$ cat src/rtl/dcache_controller.sv
// Sequencing controller for a direct-mapped, one-word-line, write-through data cache
// with no allocation on store misses, line fill on load misses, whole-cache flush and hit/miss counters.
module dcache_controller #(
    parameter int SETS  = 16,
    parameter int CNT_W = 16
) (
    input  logic             clock,
    input  logic             reset,
    input  logic             cpu_read,
    input  logic             cpu_write,
    input  logic [31:0]      cpu_address,
    input  logic [31:0]      cpu_writeData,
    input  logic             flush,
    output logic [31:0]      cpu_readData,
    output logic             cpu_done,
    output logic             busy,
    output logic             mem_req,
    output logic             mem_we,
    output logic [31:0]      mem_address,
    output logic [31:0]      mem_writeData,
    input  logic [31:0]      mem_readData,
    input  logic             mem_ack,
    output logic [CNT_W-1:0] hit_count,
    output logic [CNT_W-1:0] miss_count
);

    localparam int IDX_W = $clog2(SETS);
    localparam int TAG_W = 29 - IDX_W;

    typedef enum logic [1:0] {
        IDLE,
        FILL,
        WTHRU
    } state_t;

    state_t state;
    state_t stateNext;

    logic [SETS-1:0]  lineValid;
    logic [TAG_W-1:0] lineTag  [SETS];
    logic [31:0]      lineData [SETS];

    logic [IDX_W-1:0] reqIndex;
    logic [TAG_W-1:0] reqTag;
    logic [IDX_W-1:0] fillIndex;
    logic [TAG_W-1:0] fillTag;
    logic             lookupHit;

    logic doFlush;
    logic doLoadHit;
    logic doLoadMiss;
    logic doStore;
    logic doStoreHit;
    logic fillDone;
    logic storeDone;

    assign reqIndex  = cpu_address[IDX_W+2:3];
    assign reqTag    = cpu_address[31:IDX_W+3];
    // The outstanding miss address lives in mem_address, so the fill needs no extra latch.
    assign fillIndex = mem_address[IDX_W+2:3];
    assign fillTag   = mem_address[31:IDX_W+3];
    assign lookupHit = lineValid[reqIndex] && (lineTag[reqIndex] == reqTag);
    assign busy      = (state != IDLE);

    always_ff @(posedge clock or posedge reset) begin
        if (reset) begin
            state <= IDLE;
        end else begin
            state <= stateNext;
        end
    end

    always_comb begin
        // NOTE: every signal written here gets a default first so no latch is inferred.
        stateNext  = state;
        doFlush    = 1'b0;
        doLoadHit  = 1'b0;
        doLoadMiss = 1'b0;
        doStore    = 1'b0;
        doStoreHit = 1'b0;
        fillDone   = 1'b0;
        storeDone  = 1'b0;
        case (state)
            IDLE: begin
                if (flush) begin
                    doFlush = 1'b1;
                end else if (cpu_write) begin
                    doStore    = 1'b1;
                    doStoreHit = lookupHit;
                    stateNext  = WTHRU;
                end else if (cpu_read) begin
                    if (lookupHit) begin
                        doLoadHit = 1'b1;
                    end else begin
                        doLoadMiss = 1'b1;
                        stateNext  = FILL;
                    end
                end
            end
            FILL: begin
                if (mem_ack) begin
                    fillDone  = 1'b1;
                    stateNext = IDLE;
                end
            end
            WTHRU: begin
                if (mem_ack) begin
                    storeDone = 1'b1;
                    stateNext = IDLE;
                end
            end
            default: stateNext = IDLE;
        endcase
    end

    // NOTE: state registers use non-blocking assignments so every flop samples pre-edge values.
    always_ff @(posedge clock or posedge reset) begin
        if (reset) begin
            cpu_readData  <= '0;
            cpu_done      <= 1'b0;
            mem_req       <= 1'b0;
            mem_we        <= 1'b0;
            mem_address   <= '0;
            mem_writeData <= '0;
            hit_count     <= '0;
            miss_count    <= '0;
            lineValid     <= '0;
        end else begin
            cpu_done <= 1'b0;
            if (doFlush) begin
                lineValid <= '0;
            end
            if (doLoadHit) begin
                cpu_readData <= lineData[reqIndex];
                cpu_done     <= 1'b1;
                if (hit_count != '1) begin
                    hit_count <= hit_count + CNT_W'(1);
                end
            end
            if (doLoadMiss) begin
                if (miss_count != '1) begin
                    miss_count <= miss_count + CNT_W'(1);
                end
                mem_req     <= 1'b1;
                mem_we      <= 1'b0;
                mem_address <= cpu_address & 32'hFFFF_FFF8;
            end
            if (doStore) begin
                mem_req       <= 1'b1;
                mem_we        <= 1'b1;
                mem_address   <= cpu_address & 32'hFFFF_FFF8;
                mem_writeData <= cpu_writeData;
            end
            if (fillDone) begin
                lineValid[fillIndex] <= 1'b1;
                cpu_readData         <= mem_readData;
                cpu_done             <= 1'b1;
                mem_req              <= 1'b0;
            end
            if (storeDone) begin
                cpu_done <= 1'b1;
                mem_req  <= 1'b0;
                mem_we   <= 1'b0;
            end
        end
    end

    // NOTE: tag/data arrays are not reset; the valid bits alone decide whether a line is usable.
    always_ff @(posedge clock) begin
        if (fillDone) begin
            lineTag[fillIndex]  <= fillTag;
            lineData[fillIndex] <= mem_readData;
        end else if (doStoreHit) begin
            lineData[reqIndex] <= cpu_writeData;
        end
    end

endmodule

$ cat config.mk
export PLATFORM = sky130hd
export DESIGN_NAME = dcache_controller
export DESIGN_NICKNAME = d
export VERILOG_FILES = /design/src/rtl/dcache_controller.sv
export SDC_FILE = /design/constraint.sdc
export NUM_CORES = 1
export LEC_CHECK = 0
export BUFFER_PORTS_ARGS = -buffer_cell sky130_fd_sc_hd__buf_2
export CAP_MARGIN = 0
export CORE_MARGIN = 2
export CORE_UTILIZATION = 61
export CTS_CLUSTER_SIZE = 25
export DETAILED_ROUTE_END_ITERATION = 10
export GPL_ROUTABILITY_DRIVEN = 0
export HOLD_SLACK_MARGIN = 0.02
export PLACE_DENSITY_LB_ADDON = 0.15
export SLEW_MARGIN = 20
export SYNTH_ARGS = -nofsm -noshare
export SYNTH_HDL_FRONTEND = slang
export SYNTH_SLANG_ARGS = --single-unit
$ cat constraint.sdc
create_clock -name clock -period 7.4 [get_ports clock]
set_input_delay 1.11 -clock clock [delete_from_list [all_inputs] [get_ports clock]]
set_output_delay 1.11 -clock clock [all_outputs]
set_load 0.005 [all_outputs]
==> reports/metrics.csv, run 1 <==
stage;metric;value;unit
status;status;finished, final reports clean;
cts;cts_root_buf;clkbuf_16;
cells_and_area;drive_gt1_share;32.0;%
floorplan;core_area;68600;µm²
power_and_ir_drop;ir_drop;0.226;mV
synthesis;syn_avg_cell_area;19.3;µm²
worst_hold_path;holdCritPathClass;register to register;
floorplan;initial_core_util;61.7;%
flow_run;max_cap_violations;0;
floorplan;dieArea;71500;µm²
power_and_ir_drop;power.total;14.5;mW
timing;hold_viol_final;0;
floorplan;ios;234;
cells_and_area;fillers;4236;
grt;grt_pass1_wl;152000;µm
placement;dp_cells;3287;
timing;holdWs;469;ps
timing;tns;0;ps
floorplan;die_h;267;µm
synthesis;synth_cell_types;63;
grt;antenna_found_initial;3;
timing;setup_viol;0;
placement;io_buffers;227;
synthesis;synth_area_leader_cell;edfxtp_1;
power_and_ir_drop;p_leak;16.9;nW
routing;viasPerCell;6.58;
grt;grtUsageTotal;29.6;%
floorplan;rows;96;
synthesis;yosysMostFrequentCell;edfxtp_1;
floorplan;chipWidth;267;µm
cells_and_area;fin_cells;3486;
cts;numCtsBuffers;104;
cts;clk_latency;670;ps
critical_path;cp-start-kind;input port;
grt;gr-total-overflow;0;
critical_path;crit_required;7740;ps
timing;relSlewSlack;27.4;%
timing;rsz0062_at_grt;false;
synthesis;async_reset_ff_share;13.8;%
critical_path;worstSetupPathType;input port to register;
cts;cts_hold_buf;0;
timing;worst_slew_pin_slew;1090;ps
synthesis;synthCells;2192;
cts;clk_pin_slew;60;ps
timing;fin_skew;34.8;ps
cts;cts_buffer_depth;3;
synthesis;ys_seq_elements;1058;
grt;grt_pass1_vias;23600;
timing;drv_slew;0;
routing;drt_iter0_drc;2874;
critical_path;endpoint_kind;register;
power_and_ir_drop;p_per_area;300;nW/µm²
routing;drcViolationCount;0;
cts;clock-sinks;1058;
synthesis;ys_seq_area_share;73.4;%
cts;htree_levels;3;
synthesis;synth_area_leaders;edfxtp_1 (65%), mux4_2 (13%), dfrtp_1 (8.6%), nand2_1 (2.0%), mux2i_1 (1.2%);
routing;vias;22900;
timing;setup_slack;1970;ps
critical_path;cp_max_fo;98;
synthesis;yosysWarnings;0;
timing;min_period;5430;ps
routing;first_pass_iters;6;
routing;routedWlPerCell;29.7;µm
synthesis;yosysTopAreaCellShare;64.8;%
cts;cts_setup_buffers;0;
critical_path;cp_data_arrival_time;5770;ps
timing;max_freq;184;MHz
synthesis;synth-edff-count;912;
cells_and_area;area_growth;14.5;%
grt;grt_max_degree;99;
cts;cts_tree;done;
placement;hpwl;55500;µm
timing;post-route-period-util;73.3;%
routing;ant_nets;0;
cts;cts_resized;0;
synthesis;synth_area;42300;µm²
placement;dp_slack;1370;ps
synthesis;synthFlopType;edfxtp_1;
routing;drt_wl_total;103000;µm
cells_and_area;fin_nets;2569;
synthesis;netlist_top_cells_count;edfxtp_1 (912), mux4_2 (251), nand2_1 (221);
## final cells by class
class                      instances  area [µm²]  area share, %
sequential                      1058       31000           64.1
tap                              931        1160           2.41
clock inverter                    49         549           1.13
clock buffer                     148        3070           6.33
inverter                          25        98.8          0.204
multi-input combinational        978       10800           22.2
timing repair buffer             295        1730           3.58
antenna                            2        5.00         0.0103
## cell usage in the layout (no fill, tap or decap), types with 13 or more instances in the layout
cell / n
mux2i_1: 49
edfxtp_1: 912
xor2_1: 22
clkbuf_8: 18
clkbuf_1: 21
buf_4: 65
nand3_1: 23
a22oi_1: 24
clkinv_2: 26
o31ai_4: 16
nand4_1: 15
or4_1: 22
o21ai_0: 13
mux2_2: 30
nor3_1: 24
buf_2: 223
dfrtp_1: 146
inv_1: 24
o221a_2: 32
xnor2_1: 34
mux4_2: 251
clkbuf_16: 110
o211ai_1: 64
nor2_1: 20
nand2_1: 220
## registers in the layout (all words and copies together) (netlist names)
signal and flops:
miss_count 16, mem_we 1, mem_req 1, lineValid 16
lineData 512, cpu_done 1, mem_writeData 32, mem_address 29
hit_count 16, state 2, lineTag 400, cpu_readData 32
## per-stage QoR
stage               instance area, µm²  util, %
finish                           48400     70.6
global route                     48400     70.6
CTS                              48400     70.6
detailed placement               44800     65.3
global placement                 44800     65.3
floorplan                        42300        -
## routing by layer
metal / GRT usage [%] / up-vias / share of wire (%)
met5: 0 / - / 0.028
met4: 10.1 / 4 / 3.1
met3: 4.75 / 223 / 8.8
met2: 48.4 / 1213 / 50
met1: 41.3 / 12100 / 38
li1: - / 9445 / -
## final timing paths
kind / cells after the start / slack [ps] / to / start
min in group asynchronous: 2 / 610 / miss_count[5]$_DFFE_PP0P_ / reset
worst max register to register: 9 / 3070 / lineData[15][12]$_DFFE_PP_ / lineTag[11][15]$_DFFE_PP_
max in group asynchronous: 3 / 5260 / cpu_readData[8]$_DFFE_PP0P_ / reset
worst min register to register: 2 / 470 / mem_writeData[8]$_DFFE_PP0P_ / mem_writeData[8]$_DFFE_PP0P_
worst max-delay path: 12 / 1970 / lineData[15][12]$_DFFE_PP_ / cpu_address[4]
worst min-delay path: 2 / 470 / mem_writeData[8]$_DFFE_PP0P_ / mem_writeData[8]$_DFFE_PP0P_
## power by group
group / total (mW) / leakage (nW) / internal [mW] / switching [mW]
combinational: 1.44 / 5.00 / 0.635 / 0.800
sequential: 7.59 / 10.1 / 7.13 / 0.462
clock: 5.50 / 1.79 / 3.27 / 2.23
## logic make-up after synthesis
kind of cell	count (synthesis)	share of synthesized area, %
AO/OA/AOI/OAI	188	3.57
XOR/XNOR	57	1.20
adder cells (fa/ha/maj)	5	0.148
buffers and inverters	158	1.81
flip-flops	1058	73.4
multiplexers	334	15.4
other	1	0.00887
AND/OR/NAND/NOR	391	4.45
## critical path, stage by stage
cell      delay (ps)
clkbuf_8         730
buf_4            780
mux4_2           420
xnor2_1          170
nand2_1           70
o21ai_0          110
a41oi_1          250
nor4_2           340
nand4_1          120
buf_4            420
o31ai_4          750
buf_12           310
(Power assumes the default switching activity.)
==> inputs of run 2 (changes only) <==
clock period = 5.45 ns   (was 7.4 ns; I/O delays follow)
==> run 2 against run 1 <==
  * Power up 35%
  * Count of clock-buffer cells in the layout down 10
  * Die area unchanged
  * Global-route usage down 0.79 points
  * Critical path depth up 2
  * Combinational power up 35%
  * Cell count up 0.49%
  * Hold slack worse by 100 ps
  * Via count down 0.30%
  * Non-clock buffer count up 16
  * Critical endpoint is now lineData[1][23]$_DFFE_PP_
==> reports/metrics.csv, run 2 (synthesis gave the netlist of run 1 again) <==
stage;metric;value;unit;change
cells_and_area;layout_common_cells;edfxtp_1 (912), mux4_2 (251), buf_2 (223);;
routing;drt_wl_total;101000;µm;-2.7%
critical_path;crit_chain;buf_8, buf_12, buf_4, mux4_2, nand2b_1, o21ai_0, o211a_1, nand4_1, nor4_1, buf_4, nand4_1, buf_12, o31ai_4, buf_4;;
critical_path;cp_slowest_cell;mux4_2;;
critical_path;cp_max_fo;48;;-51%
timing;worst_slew_pin_slew;1160;ps;+73.7 ps
floorplan;core_area;68600;µm²;unchanged
cts;cts_buffer_depth;3;;unchanged
cts;htree_levels;3;;unchanged
cells_and_area;fin_cells;3503;;+0.49%
timing;fin_skew;18.4;ps;-16.4 ps
cts;cts_tree;done;;
routing;vias;22900;;-0.30%
routing;drcViolationCount;0;;unchanged
flow_run;max_cap_violations;0;;unchanged
timing;post-route-period-util;87.3;%;
timing;min_period;4760;ps;
routing;viasPerCell;6.53;;-0.78%
timing;setup_viol;0;;unchanged
timing;hold_viol_final;0;;unchanged
cts;clk_pin_slew;60;ps;about the same
cells_and_area;largest_register;lineData;;
cts;cts_setup_buffers;0;;unchanged
floorplan;initial_core_util;61.7;%;unchanged
cts;cts_resized;0;;unchanged
routing;top_layer;met5;;
cells_and_area;fin_nets;2585;;+0.62%
cells_and_area;largest_register_ffs;512;;unchanged
grt;grt_pass1_vias;23200;;-1.4%
cells_and_area;drive_gt1_share;32.1;%;+0.15 points
timing;max_freq;210;MHz;
floorplan;chipWidth;267;µm;unchanged
status;status;finished, final reports clean;;
critical_path;cp_data_arrival_time;5080;ps;-690 ps
placement;hpwl;55700;µm;+0.27%
cells_and_area;largestRegisters;lineData x512, lineTag x400;;
cells_and_area;utilization;71.0;%;+0.38 points
cts;clk_latency;660;ps;about the same
grt;gr-total-overflow;0;;unchanged
cts;clock-sinks;1058;;unchanged
power_and_ir_drop;power.total;19.6;mW;+35%
grt;grt_pass1_wl;149000;µm;-1.8%
routing;met3WireLength;8310;µm;-8.6%
critical_path;cp-start-kind;input port;;
critical_path;critPathBufInv;6;;+2
cts;cts_root_buf;clkbuf_16;;
placement;dp_cells;3303;;+0.49%
timing;rsz0062_at_grt;false;;
cts;numCtsBuffers;104;;unchanged
floorplan;ios;234;;unchanged
floorplan;rows;96;;unchanged
cells_and_area;area_growth;15.1;%;
floorplan;dieArea;71500;µm²;unchanged
cts;cts_hold_buf;0;;unchanged
power_and_ir_drop;p_switching;4.70;mW;+34%
floorplan;die_h;267;µm;unchanged
routing;routedWlPerCell;28.7;µm;-3.2%
routing;drt_iter0_drc;2870;;-0.14%
critical_path;endpoint_kind;register;;
timing;holdWs;367;ps;-102 ps
grt;grtUsageTotal;28.8;%;-0.79 points
power_and_ir_drop;p_leak;16.9;nW;+0.32%
routing;first_pass_iters;6;;unchanged
power_and_ir_drop;pwr-share-clk;37.4;%;-0.5 points
timing;relSlewSlack;22.2;%;-5.2 points
power_and_ir_drop;switching_share;24.0;%;-0.053 points
critical_path;cpMostUsedCell;buf_4;;
power_and_ir_drop;power_frac_comb;9.9;%;about the same
timing;drv_slew;0;;unchanged
grt;antenna_found_initial;7;;+4
power_and_ir_drop;ir_drop;0.284;mV;+25%
routing;route.met2.wl;50100;µm;-2.5%
critical_path;crit_required;5780;ps;-1960 ps
routing;wl_met1;39600;µm;-0.32%
power_and_ir_drop;seqPwrFrac;52.7;%;+0.5 points
critical_path;worstSetupPathType;input port to register;;
cells_and_area;layout_commonest_cell;edfxtp_1;;
routing;ant_nets;0;;unchanged
power_and_ir_drop;p_int;14.9;mW;+35%
worst_hold_path;holdCritPathClass;input port to register;;
critical_path;cpPeakStageDelay;520;ps;-260 ps
power_and_ir_drop;p_per_area;402;nW/µm²;+34%
grt;grt_max_degree;147;;+48%
critical_path;crit_family;buffers and inverters;;
placement;io_buffers;227;;unchanged
## run 2: stage by stage
stage	setup WS, ps	setup TNS (ps)	cell area (µm²)
floorplan	-164	-82510	42400
global placement	164	0	45200
detailed placement	114	0	45200
CTS	731	0	48700
global route	540	0	48700
finish	692	0	48700
## run 2: cell type report
class,count,area [µm²]
Tap cell,931,1160
Sequential cell,1058,31000
Inverter,25,98.8
Clock buffer,138,2900
Antenna cell,3,7.51
Timing Repair Buffer,311,2090
Clock inverter,59,627
Fill cell,4152,19900
Multi-Input combinational cell,978,10800
## run 2: per-layer routing
layer	track usage [%]	up-vias
met3	5.10	200
li1	-	9509
met2	46.5	1167
met1	40.9	12000
met5	0	-
met4	8.69	8
## run 2: worst paths after layout
path                                               startpoint                       endpoint  slack [ps]  cells past startpoint
worst max-delay path                           cpu_address[3]      lineData[1][23]$_DFFE_PP_         690                     14
worst min-delay path                        cpu_writeData[19]  mem_writeData[19]$_DFFE_PP0P_         370                      3
worst max register to register      lineTag[10][23]$_DFFE_PP_      lineData[1][23]$_DFFE_PP_        1300                     10
worst min register to register  mem_writeData[12]$_DFFE_PP0P_  mem_writeData[12]$_DFFE_PP0P_         480                      2
max in group asynchronous                               reset        lineValid[13]$_DFF_PP0_        4390                      3
min in group asynchronous                               reset   cpu_readData[11]$_DFFE_PP0P_         380                      3
## run 2: worst min-delay path, cell delays in order
cell,delay (ps)
buf_2,80
nand2_1,40
nand2_1,40
## run 2: power by group through the flow
stage	Combinational [mW]	Clock [mW]	Sequential (mW)
6_report	1.95	7.31	10.3
3_5_place_dp	1.96	0	10.5
3_3_place_gp	1.90	0	10.4
5_1_grt	2.11	7.69	10.4
4_1_cts	1.96	7.40	10.3
2_1_floorplan	1.06	0	10.3
